[src/rtl/seq_watchdog.sv]
// Cycle watchdog for the test sequencer: counts while enabled and flags expiry at the limit.
module seq_watchdog #(
  parameter int W = 16
) (
  input  logic         clk_i,
  input  logic         rst_i,
  input  logic         clear_i,
  input  logic         inc_i,
  input  logic [W-1:0] limit_i,
  output logic         expired_o
);

  logic [W-1:0] cnt_q;
  logic [W-1:0] cnt_d;

  always_comb begin
    cnt_d = cnt_q;
    if (clear_i) begin
      cnt_d = '0;
    end else if (inc_i && (cnt_q != '1)) begin
      cnt_d = cnt_q + W'(1);
    end
  end

  always_ff @(posedge clk_i) begin
    if (rst_i) begin
      cnt_q <= '0;
    end else begin
      cnt_q <= cnt_d;
    end
  end

  // A zero limit disables the watchdog.
  assign expired_o = (limit_i != '0) && (cnt_q == limit_i);

endmodule

[config.mk]
export PLATFORM = sky130hd
export DESIGN_NAME = seq_watchdog
export DESIGN_NICKNAME = d
export VERILOG_FILES = /design/src/rtl/seq_watchdog.sv
export SDC_FILE = /design/constraint.sdc
export NUM_CORES = 1
export LEC_CHECK = 0
export ABC_AREA = 1
export CORE_ASPECT_RATIO = 1.2
export CORE_MARGIN = 1
export CORE_UTILIZATION = 40
export CTS_CLUSTER_SIZE = 24
export DETAILED_ROUTE_END_ITERATION = 7
export DONT_BUFFER_PORTS = 1
export SLEW_MARGIN = 20
export SYNTH_ARGS = -nofsm -noshare
export SYNTH_HDL_FRONTEND = slang
export SYNTH_SLANG_ARGS = --single-unit
[constraint.sdc]
create_clock -name clk_i -period 1.8 [get_ports clk_i]
set_input_delay 0.18 -clock clk_i [delete_from_list [all_inputs] [get_ports clk_i]]
set_output_delay 0.18 -clock clk_i [all_outputs]
set_load 0.05 [all_outputs]
==> results.sh <==
export IMPL_largest_reg_flops=16
export IMPL_min_path_cells=4
export IMPL_yosysSeqAreaShare_pct=25.7
export IMPL_globalRoute_busiestLayer="met2"
export IMPL_crit_cells=6
export IMPL_finalSetupTns_ns=0
export IMPL_cts_hold_buf=0
export IMPL_area_growth_synth_to_final_pct=5.01
export IMPL_layout_area_seq_um2=324
export IMPL_critical_path_startpoint_type="register"
export IMPL_syn_num_nets=228
export IMPL_detail_route_wirelength_mm=2.87
export IMPL_critical_path_cell_sequence="xnor2_1 > nand3_1 > nor3_1 > nand2_1 > nor2_1 > buf_4"
export IMPL_vias_after_detailed_routing=1226
export IMPL_largest_registers="cnt_q x16"
export IMPL_hold_viol_final=0
export IMPL_path_buf_inv=1
export IMPL_detail_route_iter0_violations=37
export IMPL_syn_avg_cell_area_um2=6.03
export IMPL_dp_hpwl_mm=2.33
export IMPL_grt_max_degree=17
export IMPL_power_density_nw_per_um2=467
export IMPL_layout_nets=232
export IMPL_std_cell_rows=21
export IMPL_stdcell_area_um2=1310
export IMPL_hold_ws_ns=0.144
export IMPL_finalMaxSlewViolations=0
export IMPL_cts_root_buf="sky130_fd_sc_hd__clkbuf_4"
export IMPL_end_kind="output port"
export IMPL_rsz_0062_raised_after_global_routing="false"
export IMPL_clock_sinks=16
export IMPL_clkLatencyLatePin_ns=0.29
export IMPL_grt_first_pass_wirelength_mm=4.62
export IMPL_run_status="completed"
export IMPL_groute_layer_met2_usage_pct=31.3
export IMPL_critical_path_fanout_max=5
export IMPL_post_route_worst_setup_slack_ns=0.116
export IMPL_dpl_instance_area_um2=1280
export IMPL_antenna_cells_inserted=0
export IMPL_vias_in_the_first_global_route=1067
export IMPL_post_route_cells_drive_above_1_share_pct=12.0
export IMPL_max_freq_ghz=0.594
export IMPL_clockBufferDepth=2
export IMPL_layout_cells_most_common="sky130_fd_sc_hd__nand2_1"
export IMPL_port_buffers=0
export IMPL_post_synthesis_instance_total=207
export IMPL_totalPowerFinal_uw=612
export IMPL_route_antenna_remaining_nets=0
export IMPL_initial_core_util_pct=43.2
export IMPL_die_w_um=53.0
export IMPL_drt_first_pass_iters=4
export IMPL_place_gp_congestion=0.862
export IMPL_power_static_leakage_nw=0.483
export IMPL_grt_antenna_before_repair=0
export IMPL_gr_usage_met1_pct=23.8
export IMPL_tritoncts="built"
export IMPL_post_synth_instance_area_um2=1250
export IMPL_synth_cell_type_count=21
export IMPL_finalCriticalPeriod_ns=1.68
export IMPL_yosysWarningCount=0
export IMPL_floorplan_die_area_um2=3350
export IMPL_met3_track_demand_over_resource_pct=2.17
export IMPL_pre_cts_ws_ns=0.264
export IMPL_skew_ns=0.00586
export IMPL_worst_ir_drop_vdd_mv=0.262
export IMPL_transition_at_the_pin_with_the_smallest_max_transition_slack_ns=0.288
export IMPL_final_setup_viol_count=0
export IMPL_worst_setup_hold_path_clk_slew_ns=0.10
export IMPL_critPathRequiredTime_ns=1.62
export IMPL_grt_total_usage_pct=18.9
export IMPL_timing_critical_path_arrival_ns=1.50
export IMPL_avgViaCountPerCell=5.05
export IMPL_gr_total_overflow=0
export IMPL_cts_made_buffers=3
export IMPL_ys_ff_latch=16
export IMPL_timing_critical_path_slowest_cell_delay_ns=0.44
export IMPL_critical_path_slowest_cell="sky130_fd_sc_hd__dfxtp_1"
export IMPL_multi_input_comb_area_um2=836
export IMPL_regMostFlops="cnt_q"
export IMPL_fp_dieH_um=63.2
export IMPL_critPathTopFamily="flip-flops"
export IMPL_clock_tree_htree_level_count=1
export IMPL_timing_hold_worst_class="in2reg"
export IMPL_io_pins=21
export IMPL_final_min_period_over_clock_period_pct=93.6
export IMPL_r2r_worst_path_cells=8
export IMPL_drc=0
export IMPL_most_common_layout_cells="sky130_fd_sc_hd__nand2_1 (58), sky130_fd_sc_hd__nor2_1 (51), sky130_fd_sc_hd__inv_1 (17)"
export IMPL_maxCapViolCount=0
export IMPL_timing_max_slew_rel_slack_pct=80.8
export IMPL_detail_route_wl_per_cell_um=11.8
export IMPL_critical_path_class="reg2out"
export IMPL_fill_cells=308
export IMPL_core_area_um2=2890
==> worst paths after layout <==
kind | start | to | slack, ns
max | cnt_q[5]$_SDFFE_PP0P_ | expired_o | 0.12
min | inc_i | cnt_q[8]$_SDFFE_PP0P_ | 0.14
min reg2reg | cnt_q[3]$_SDFFE_PP0P_ | cnt_q[3]$_SDFFE_PP0P_ | 0.54
max reg2reg | cnt_q[0]$_SDFFE_PP0P_ | cnt_q[12]$_SDFFE_PP0P_ | 0.24
==> repair_timing <==
| action | CTS | global route |
|---|---|---|
| endpoints found under the setup margin | 0 | 1 |
| setup buffers | 0 | 0 |
| gates resized for setup | 0 | 3 |
==> cell usage after synthesis (all sizes together) <==
library cell / count / area share (%)
nand2: 62 / 20
nor2: 58 / 21
inv: 19 / 5.7
nand3: 19 / 9.8
dfxtp: 16 / 26
xnor2: 11 / 7.7
a21oi: 9 / 3.6
nor3: 4 / 1.6
o21ai: 4 / 1.6
buf: 3 / 1.7
ha: 1 / 1.0
nor3b: 1 / 0.60
==> cell families (layout without fill, tap and decap cells) <==
group / after synthesis / count (layout) / synth area share [%]
adders and majority gates: 1 / 1 / 1.00
AOI/OAI and AO/OA: 13 / 13 / 5.21
DFF: 16 / 16 / 25.7
and+or+nand+nor: 144 / 144 / 53.0
buffers and inverters: 22 / 24 / 7.41
xor gates and xnor gates: 11 / 11 / 7.72
==> worst min-delay path, delay by kind of cell <==
| kind | cells | cell delay [ns] |
|---|---|---|
| simple gates | 4 | 0.23 |
==> metal layers <==
layer | routed length (µm) | up-vias
met5 | 0 | -
met4 | 14 | 0
met3 | 104 | 2
met2 | 1390 | 27
met1 | 1350 | 548
li1 | - | 649
==> metrics by stage <==
stage	std cells	util (%)
after floorplan	207	-
after global placement	240	44.5
after detailed placement	240	44.5
after CTS	243	45.2
after global routing	243	45.4
final	243	45.4
==> where the power goes <==
part           internal (mW)  switching, mW  total [mW]
sequential             0.356        0.00263       0.358
clock                 0.0780          0.121       0.199
combinational         0.0255         0.0288      0.0543
==> cell type report <==
| type | count | share of cell area (%) |
|---|---|---|
| multi-input cells | 169 | 63.7 |
| flip-flops and latches | 16 | 24.7 |
| inverters | 19 | 5.44 |
| well taps | 34 | 3.24 |
| clock buffers | 3 | 1.72 |
| repair buffers | 2 | 1.15 |
(Power assumes the default switching activity.)
